## src/rtl/ir_pkg.sv

```systemverilog
// rtl/ir_pkg.sv - shared register offsets, CTRL bit indices, FSM states and timing defaults
package ir_pkg;

    localparam int TIMER_W             = 24;
    localparam int DEF_PKT_PERIOD      = 10_000_000;
    localparam int DEF_PKT_BUSY_CYCLES = 4_000_000;

    localparam logic [1:0] REG_CMD  = 2'd0;
    localparam logic [1:0] REG_CTRL = 2'd1;
    localparam logic [1:0] REG_CNT  = 2'd2;

    localparam int CTRL_EN_BIT   = 0;
    localparam int CTRL_GO_BIT   = 1;
    localparam int CTRL_IE_BIT   = 2;
    localparam int CTRL_BUSY_BIT = 3;

    typedef enum logic [1:0] {
        ST_IDLE = 2'd0,
        ST_SEND = 2'd1,
        ST_BUSY = 2'd2,
        ST_WAIT = 2'd3
    } ir_state_e;

endpackage

```

## src/rtl/ir_period_timer.sv

```systemverilog
// rtl/ir_period_timer.sv - 24-bit packet period counter with synchronous clear and count enable
module ir_period_timer
    import ir_pkg::*;
#(
    parameter int W = TIMER_W
) (
    input  logic         clk,
    input  logic         rst_n,
    input  logic         clear,
    input  logic         enable,
    output logic [W-1:0] count
);

    logic [W-1:0] count_q;
    logic [W-1:0] count_d;

    // clear wins over enable so the count reads 0 in the cycle after a clear
    always_comb begin
        count_d = count_q;
        if (clear) begin
            count_d = '0;
        end else if (enable) begin
            count_d = count_q + 1'b1;
        end
    end

    // count register
    always_ff @(posedge clk or negedge rst_n) begin
        if (!rst_n) begin
            count_q <= '0;
        end else begin
            count_q <= count_d;
        end
    end

    assign count = count_q;

endmodule

```

## src/rtl/ir_bus_interface.sv

```systemverilog
// rtl/ir_bus_interface.sv - bus-mapped IR packet scheduler; IR_BUS_IRQ_EN enables the busy-done interrupt
module ir_bus_interface
    import ir_pkg::*;
#(
    parameter logic [7:0] BASE_ADDR       = 8'h90,
    parameter int         PKT_PERIOD      = DEF_PKT_PERIOD,
    parameter int         PKT_BUSY_CYCLES = DEF_PKT_BUSY_CYCLES
) (
    input  logic       CLK,
    input  logic       RESET_N,
    input  logic [7:0] BUS_ADDR,
    input  logic [7:0] BUS_DATA_IN,
    input  logic       BUS_WE,
    output logic [7:0] BUS_DATA_OUT,
    output logic       BUS_DATA_OE,
    output logic [3:0] COMMAND,
    output logic       SEND_PACKET,
    output logic       BUS_INTERRUPT_RAISE,
    input  logic       BUS_INTERRUPT_ACK
);

    localparam logic [TIMER_W-1:0] BUSY_LAST   = TIMER_W'(PKT_BUSY_CYCLES - 1);
    localparam logic [TIMER_W-1:0] PERIOD_LAST = TIMER_W'(PKT_PERIOD - 1);

    // 9-bit difference so addresses below BASE_ADDR never alias into the window
    logic [8:0] addr_diff;
    logic       in_window;
    logic [1:0] reg_off;
    logic       wr_cmd;
    logic       wr_ctrl;
    logic       wr_cnt;
    logic       rd_req;

    assign addr_diff = {1'b0, BUS_ADDR} - {1'b0, BASE_ADDR};
    assign in_window = (addr_diff < 9'd3);
    assign reg_off   = addr_diff[1:0];
    assign wr_cmd    = BUS_WE && in_window && (reg_off == REG_CMD);
    assign wr_ctrl   = BUS_WE && in_window && (reg_off == REG_CTRL);
    assign wr_cnt    = BUS_WE && in_window && (reg_off == REG_CNT);
    assign rd_req    = !BUS_WE && in_window;

    ir_state_e          state_q, state_d;
    logic [3:0]         cmd_q, cmd_d;
    logic               en_q, en_d;
    logic               go_q, go_d;
    logic               ie_q, ie_d;
    logic [7:0]         cnt_q, cnt_d;
    logic [3:0]         command_q, command_d;
    logic               raise_q, raise_d;
    logic [7:0]         dout_q, dout_d;
    logic               oe_q, oe_d;
    logic [7:0]         rdata;
    logic               busy;
    logic               busy_done;
    logic [TIMER_W-1:0] period_count;

    // bits that the register map does not decode
    logic [4:0] unused_inputs;
`ifdef IR_BUS_IRQ_EN
    assign unused_inputs = {BUS_DATA_IN[7:4], 1'b0};
`else
    assign unused_inputs = {BUS_DATA_IN[7:4], BUS_INTERRUPT_ACK};
`endif

    assign busy = (state_q == ST_SEND) || (state_q == ST_BUSY);

    // counter restarts on every send and runs while the FSM is active
    ir_period_timer #(
        .W(TIMER_W)
    ) u_period_timer (
        .clk    (CLK),
        .rst_n  (RESET_N),
        .clear  (state_d == ST_SEND),
        .enable (state_q != ST_IDLE),
        .count  (period_count)
    );

    // packet scheduler next-state; >= keeps the FSM from stalling at the smallest legal timings
    always_comb begin
        state_d   = state_q;
        busy_done = 1'b0;
        case (state_q)
            ST_IDLE: begin
                if (en_q || go_q) state_d = ST_SEND;
            end
            ST_SEND: begin
                state_d = ST_BUSY;
            end
            ST_BUSY: begin
                if (period_count >= BUSY_LAST) begin
                    state_d   = ST_WAIT;
                    busy_done = 1'b1;
                end
            end
            ST_WAIT: begin
                if (!en_q) begin
                    state_d = ST_IDLE;
                end else if (period_count >= PERIOD_LAST) begin
                    state_d = ST_SEND;
                end
            end
            default: state_d = ST_IDLE;
        endcase
    end

    // register file, packet counter, latched command and interrupt request
    always_comb begin
        cmd_d     = cmd_q;
        en_d      = en_q;
        ie_d      = ie_q;
        cnt_d     = cnt_q;
        command_d = command_q;
        raise_d   = raise_q;
        // GO only counts when it lands while idle; anything else is dropped, never queued
        go_d      = wr_ctrl && BUS_DATA_IN[CTRL_GO_BIT] && (state_q == ST_IDLE);

        if (wr_cmd)  cmd_d = BUS_DATA_IN[3:0];
        if (wr_ctrl) en_d  = BUS_DATA_IN[CTRL_EN_BIT];

        if (wr_cnt) begin
            cnt_d = '0;
        end else if (state_q == ST_SEND) begin
            cnt_d = cnt_q + 1'b1;
        end

        // COMMAND is latched on entry to SEND so it is valid alongside the pulse
        if (state_d == ST_SEND) command_d = cmd_q;

`ifdef IR_BUS_IRQ_EN
        if (wr_ctrl) ie_d = BUS_DATA_IN[CTRL_IE_BIT];
        if (busy_done && ie_q) begin
            raise_d = 1'b1;
        end else if (BUS_INTERRUPT_ACK) begin
            raise_d = 1'b0;
        end
`else
        ie_d    = 1'b0;
        raise_d = 1'b0;
`endif
    end

    // read mux and registered read port (data and OE valid the cycle after the request)
    always_comb begin
        rdata = '0;
        case (reg_off)
            REG_CMD:  rdata[3:0] = cmd_q;
            REG_CTRL: begin
                rdata[CTRL_EN_BIT]   = en_q;
                rdata[CTRL_IE_BIT]   = ie_q;
                rdata[CTRL_BUSY_BIT] = busy;
            end
            REG_CNT:  rdata = cnt_q;
            default:  rdata = '0;
        endcase
        dout_d = rd_req ? rdata : 8'h00;
        oe_d   = rd_req;
    end

    // state and register flops
    always_ff @(posedge CLK or negedge RESET_N) begin
        if (!RESET_N) begin
            state_q   <= ST_IDLE;
            cmd_q     <= '0;
            en_q      <= 1'b0;
            go_q      <= 1'b0;
            ie_q      <= 1'b0;
            cnt_q     <= '0;
            command_q <= '0;
            raise_q   <= 1'b0;
            dout_q    <= '0;
            oe_q      <= 1'b0;
        end else begin
            state_q   <= state_d;
            cmd_q     <= cmd_d;
            en_q      <= en_d;
            go_q      <= go_d;
            ie_q      <= ie_d;
            cnt_q     <= cnt_d;
            command_q <= command_d;
            raise_q   <= raise_d;
            dout_q    <= dout_d;
            oe_q      <= oe_d;
        end
    end

    assign SEND_PACKET         = (state_q == ST_SEND);
    assign COMMAND             = command_q;
    assign BUS_INTERRUPT_RAISE = raise_q;
    assign BUS_DATA_OUT        = dout_q;
    assign BUS_DATA_OE         = oe_q;

endmodule
```

## config.mk

```make
export PLATFORM = sky130hd
export DESIGN_NAME = ir_bus_interface
export DESIGN_NICKNAME = d
export VERILOG_FILES = /design/src/rtl/ir_pkg.sv /design/src/rtl/ir_period_timer.sv /design/src/rtl/ir_bus_interface.sv
export SDC_FILE = /design/constraint.sdc
export NUM_CORES = 1
export LEC_CHECK = 0
export ABC_AREA = 1
export CAP_MARGIN = 15
export CELL_PAD_IN_SITES_DETAIL_PLACEMENT = 1
export CELL_PAD_IN_SITES_GLOBAL_PLACEMENT = 2
export CORE_ASPECT_RATIO = 2
export CORE_MARGIN = 2
export CORE_UTILIZATION = 30
export DETAILED_ROUTE_END_ITERATION = 8
export PLACE_DENSITY_LB_ADDON = 0.1
export SLEW_MARGIN = 10
export SYNTH_ARGS = -nofsm -noshare
export SYNTH_HDL_FRONTEND = slang
export SYNTH_SLANG_ARGS = --single-unit
```

## constraint.sdc

```tcl
create_clock -name CLK -period 1.82 [get_ports CLK]
set_input_delay 0.273 -clock CLK [delete_from_list [all_inputs] [get_ports CLK]]
set_output_delay 0.273 -clock CLK [all_outputs]
set_load 0.1 [all_outputs]
```

## Word-level counts from Yosys, hierarchy flattened

Index checks and enable logic that the tools add are counted.

| word-level totals | value |
|---|---|
| bits in registers | 53 |
| output and inout bits | 15 |
| word-level logic and storage cells | 50 |

| cells by class | value |
|---|---|
| add/subtract/negate cells | 3 |
| $lt $le $gt $ge | 3 |
| equal/unequal tests | 6 |
| multiplexer cells | 14 |
| reductions and logical operators | 15 |

Operators with widths:

| operator | count |
|---|---|
| two-way mux 24 bit | 2 |
| adder 24 x 1 -> 24 bit (second input constant) | 1 |
| greater-or-equal comparator 24 x 22 -> 1 bit (second input constant) | 1 |
| greater-or-equal comparator 24 bit (second input constant) | 1 |
| two-way mux 8 bit | 3 |
| less-than comparator 9 x 2 -> 1 bit (second input constant) | 1 |
| subtractor 8 x 8 -> 9 bit (second input constant) | 1 |
| adder 8 x 1 -> 8 bit (second input constant) | 1 |
| two-way mux 2 bit | 4 |
| case mux 2 bit (4 select lines) | 1 |
| logical AND 1 bit | 7 |
| equality test 2 x 1 -> 1 bit (second input constant) | 3 |
| equality test 2 bit (second input constant) | 3 |
| case mux 2 bit (3 select lines) | 1 |
| nonzero test 2 bit | 3 |
| logical NOT 2 bit | 2 |
| two-way mux 4 bit | 1 |
| case mux 1 bit (3 select lines) | 1 |
| logical OR 1 bit | 2 |
| case mux 1 bit (2 select lines) | 1 |
| logical NOT 1 bit | 1 |

## Longest topological paths before layout

| depth | value |
|---|---|
| depth after elaboration | 6 |
| mapped depth | 17 |

## Modules after synthesis

A second synthesis with hierarchy kept.

| unflattened totals | value |
|---|---|
| cell total of the unflattened synthesis | 436 |
| area total of the unflattened synthesis | 3,156.8 sq um |

Modules (own cells, without submodules):

| module | instances | cells an instance | area each (sq um) |
|---|---|---|---|
| ir_bus_interface | 1 | 230 | 1,686.6 |
| ir_period_timer | 1 | 206 | 1,470.2 |

## Least setup slack after synthesis

Ideal clock, no wire load.

| path | value |
|---|---|
| kind | register to register |
| from | register state_q[1] |
| to | register cnt_q[7] |
| arrival | 2,220 ps |
| path slack | -542 ps |
| stages on the path, launching flop included | 12 |
| buffers on the path | 0 |
| clock period less this slack | 2,362 ps |
| cells stage by stage | dfrtp_1 > inv_1 > ha_1 > nand2_1 > nor2_1 > inv_1 > nor2_1 > inv_1 > nor2_1 > nand3_1 > xor2_1 > a21oi_1 |

| between the ends | value |
|---|---|
| word-level cells in the longest chain between the ends | 2 |

RTL lines:

| what | RTL line | RTL |
|---|---|---|
| start, declared | ir_bus_interface.sv:42 | `ir_state_e state_q, state_d;` |
| start signal, assigned | ir_bus_interface.sv:173 | `state_q <= state_d;` |
| equality test 2 x 1 -> 1 bit | -- |  |
| named net SEND_PACKET | ir_bus_interface.sv:17 | `output logic SEND_PACKET,` |
| nonzero test 2 bit (no source line) | -- |  |
| end signal, assigned | ir_bus_interface.sv:178 | `cnt_q <= cnt_d;` |
| end, declared | ir_bus_interface.sv:47 | `logic [7:0] cnt_q, cnt_d;` |

The timed path passes the listed nets, and every way through them passes these cells.
A chain may end at the register's enable or synchronous reset.

## Worst setup path in the final report

| path | value |
|---|---|
| from | register state_q[0] |
| to | register u_period_timer.count_q[17] (netlist: u_period_timer.count[17]) |

| between the ends | value |
|---|---|
| word-level cells in the longest chain between the ends | 5 |

RTL lines:

| what | RTL line | RTL |
|---|---|---|
| two-way mux 2 bit | ir_bus_interface.sv:98 | `end else if (period_count >= PERIOD_LAST) begin` |
| two-way mux 2 bit | ir_bus_interface.sv:96 | `if (!en_q) begin` |
| case mux 2 bit (4 select lines) | ir_bus_interface.sv:82 | `case (state_q)` |
| equality test 2 x 1 -> 1 bit | ir_bus_interface.sv:73 | `.clear (state_d == ST_SEND),` |
| two-way mux 24 bit / nonzero test 2 bit (equally long branches) | -- |  |
| end signal, assigned | ir_period_timer.sv:32 | `count_q <= count_d;` |
| end, declared | ir_period_timer.sv:14 | `logic [W-1:0] count_q;` |

Several ways; a longest one is shown, not always the timed one.

==> results by group <==
STA
  – Final Hold Violating Endpoints: 0
  – Final setup margin: -0.0349 ns
  – Slew Viols, Final: 0
  – Max Fclk: approximately 0.54 GHz
  – TNS Setup: -0.0442 ns
  – Setup-failing EPs final: 2
  – RSZ-0062 raised after global routing: yes
  – Tmin final: 1.85 ns
  – Worst Skew: 0.00808 ns
  – Final period utilization: 1.02

Layout
  – Layout cells sized above 1: 0.367
  – Fillers: 1133
  – Antenna diode count: 0
  – Area Overhead vs Synth: 48.8%
  – Leading cell type in the layout, fill and taps excluded: buf_4
  – Fin nets: 503
  – Most frequent cells in the layout: buf_4, nand2_1, dfrtp_1, inv_1, nor2_1

Worst setup path
  – RR Endpoint: u_period_timer.count[17]$_DFFE_PN0P_
  – Worst Setup End Kind: flop
  – CP startpoint kind: flop
  – Worst path cell trace: inv_1 -> ha_2 -> nor2_4 -> nand3_4 -> nor2_4 -> nand2_2 -> nor4_4 -> buf_4 -> xor2_2 -> nor2_4
  – CP Launch Point: state_q[0]$_DFF_PN0_
  – CP max stage cell: dfrtp_1
  – CP Max Fanout: 2
  – Critical Path Most Common Cell: nor2_4
  – Critical Path AT: 2.04 ns
  – CP Data Required Time: about 2 ns
  – Crit path to: u_period_timer.count[17]$_DFFE_PN0P_
  – Register-to-Register Setup Slack: -0.03 ns
  – Reg2reg path depth: 10
  – Reg-to-Reg Start: state_q[0]$_DFF_PN0_
  – Setup CP Type: reg -> reg
  – CP max stage delay: roughly 0.36 ns

Routing
  – WL/cell: 14.9 um
  – Remaining DRCs: 0
  – Initial DRC Count: 62
  – DRT antenna net count: 0
  – Vias per cell: between 4 and 5
  – Routed Wire Length: roughly 9.0 mm
  – Total iterations of the first detailed-routing run: 4
  – Vias: 2796

Logic synthesis
  – Avg Inst Size Synth: 7.96 sq um
  – Post-synthesis sequential area ratio: 0.452
  – EDFF count, synth: 0
  – Unique masters post-synth: 35
  – Ys async rst share: 1.00
  – Mapped Area: 0.00294 sq mm
  – Yosys warning count: 0
  – Post-synthesis register bit count: 53
  – Synthesized Nets: 397
  – Mapped Cells: 369
  – Main synth FF type: dfrtp_1

Clock network
  – Clock sink total: 53
  – Root Buffer: clkbuf_16
  – TritonCTS clock tree: done
  – Clock Latency Late Sink: 0.29 ns
  – Cts bufs inserted: 5
  – Clock slew at reported path FFs: 0.07 ns
  – CTS H-tree lvls: 2
  – Clk buf depth: 2

Global routing
  – GRT Max-Usage Layer: met2
  – Met1 Resource Use GR: 0.166
  – Initial antenna violation count: 0
  – GRT met3 Usage: 0.0281
  – Met2 usage: 0.374
  – First-pass GRT wire length: 14.8 mm
  – GRT Util Overall: 0.187
  – Largest net degree at the start of global routing: 54
  – Overflow after GRT: 0
  – Vias in the first global route: between 3000 and 4000

Pwr
  – Gate power share: 0.453
  – Sequential cell fraction of total power: 0.334
  – Pleak: 2.06 nW
  – Max VDD drop: 526 uV
  – Internal power: roughly 2.6 mW
  – Clock power frac: 0.213
  – Total power: roughly 4.3 mW
  – PD cells: 973 mW/mm^2
  – Sw Share: 0.388
  – NetSw: 1.65 mW

Placement
  – Buffers on Ports: 28
  – Dpl hpwl: 7.06 mm
  – GP Congestion: 0.782

Floorplan
  – Core ar.: 0.00964 sq mm
  – Cell Rows: 51
  – Die area: between 0.01 and 0.015 sq mm
  – Die Height: approximately 140 um
  – Die width: about 74 um
  – Initial Util: 0.305
  – Top Ports: 35

Run status
  – Failing checks: setup timing
  – Status: complete, but fails checks

Min path
  – HP Class: reg -> reg

Job
  – Max-cap violations: 0
==> worst max-delay path, delay by kind of cell, from the launching register on <==
kind,cells,cell delay (ns)
XOR/XNOR,1,0.19
adder cells (fa/ha/maj),1,0.22
AND/OR/NAND/NOR,6,0.76
flip-flops,1,0.36
buffers and inverters,2,0.22
==> state kept, by name (all words and copies together), names as in the netlist <==
| name | flops |
|---|---|
| go_q | 1 |
| BUS_DATA_OUT | 8 |
| BUS_DATA_OE | 1 |
| cnt_q | 8 |
| state_q | 2 |
| en_q | 1 |
| u_period_timer.count | 24 |
| cmd_q | 4 |
| COMMAND | 4 |
==> power by group through the flow <==
stage | sequential [mW] | combinational, mW | clock [mW]
after floorplan | 1.62 | 0.797 | 0
after global placement | 1.44 | 1.61 | 0
after detailed placement | 1.45 | 1.63 | 0
after CTS | 1.43 | 1.84 | 0.951
after global routing | 1.44 | 2.10 | 0.995
final | 1.42 | 1.92 | 0.907
==> timing repair <==
action | in CTS | in global routing
hold buffers | 1 | 0
setup endpoints to repair | 40 | 41
cloned | 1 | 0
resized for setup | 34 | 45
setup buffers | 10 | 1
hold endpoints to repair | 53 | 0
pin swaps | 20 | 14
==> cell usage after synthesis (2+ instances only) <==
library cell	n	area [sq um]
ha_1	8	100
xnor2_1	4	35.0
nand2_2	4	25.0
mux2_2	3	33.8
a31oi_1	3	18.8
nand2_4	2	22.5
nand4_1	9	56.3
xor2_1	17	149
a21oi_1	4	20.0
nor3_1	9	45.0
o21ai_0	8	40.0
nor2_1	58	218
nor4_1	3	18.8
dfrtp_1	53	1330
inv_1	47	176
nand3_1	24	120
nand2_1	84	315
inv_2	2	7.51
nor2_2	11	68.8
==> layer usage <==
metal  part of all wire  routed length [um]
met1               0.32                2900
met2               0.61                5530
met3              0.020                 181
met4              0.044                 396
met5                  0                   0
==> metrics by stage <==
stage / cells / hold WS [ns] / instance area [sq um] / setup WS [ns] / utilization
global placement: 587 / 0.299 / 3820 / -0.344 / 0.397
global route: 606 / 0.509 / 4370 / -0.135 / 0.453
CTS: 605 / 0.481 / 4190 / -0.0484 / 0.434
floorplan: 369 / -0.0226 / 2950 / 0.00828 / -
finish: 606 / 0.475 / 4370 / -0.0349 / 0.453
detailed placement: 587 / 0.301 / 3820 / -0.404 / 0.397
==> logic make-up after synthesis <==
logic type / after synthesis / synth area share
buf+inv: 55 / 0.0792
fa+ha+maj: 8 / 0.0341
flops: 53 / 0.452
xor+xnor: 21 / 0.0626
other cells: 1 / 0.00128
mux: 4 / 0.0149
compound gates: 18 / 0.0332
simple gates: 209 / 0.323
==> worst min-delay path by stage <==
stage,from,endpoint,cells after the start
3_3_place_gp,RESET_N,u_period_timer.count[13]$_DFFE_PN0P_,2
5_1_grt,COMMAND[2]$_DFFE_PN0N_,COMMAND[2]$_DFFE_PN0N_,2
3_5_place_dp,RESET_N,u_period_timer.count[15]$_DFFE_PN0P_,2
2_1_floorplan,RESET_N,BUS_DATA_OE$_DFF_PN0_,0
6_report,COMMAND[2]$_DFFE_PN0N_,COMMAND[2]$_DFFE_PN0N_,2
4_1_cts,COMMAND[2]$_DFFE_PN0N_,COMMAND[2]$_DFFE_PN0N_,2
==> layout make-up <==
type | instances | area [sq um] | share of cell area
sequential | 53 | 1330 | 0.304
clock buffer | 5 | 125 | 0.0286
clock inverter | 1 | 5.00 | 0.00115
tap | 132 | 165 | 0.0378
timing repair buffer | 104 | 885 | 0.202
multi-input combinational | 261 | 1670 | 0.381
inverter | 50 | 195 | 0.0447
Note: power is estimated with default switching activity, not from simulation.
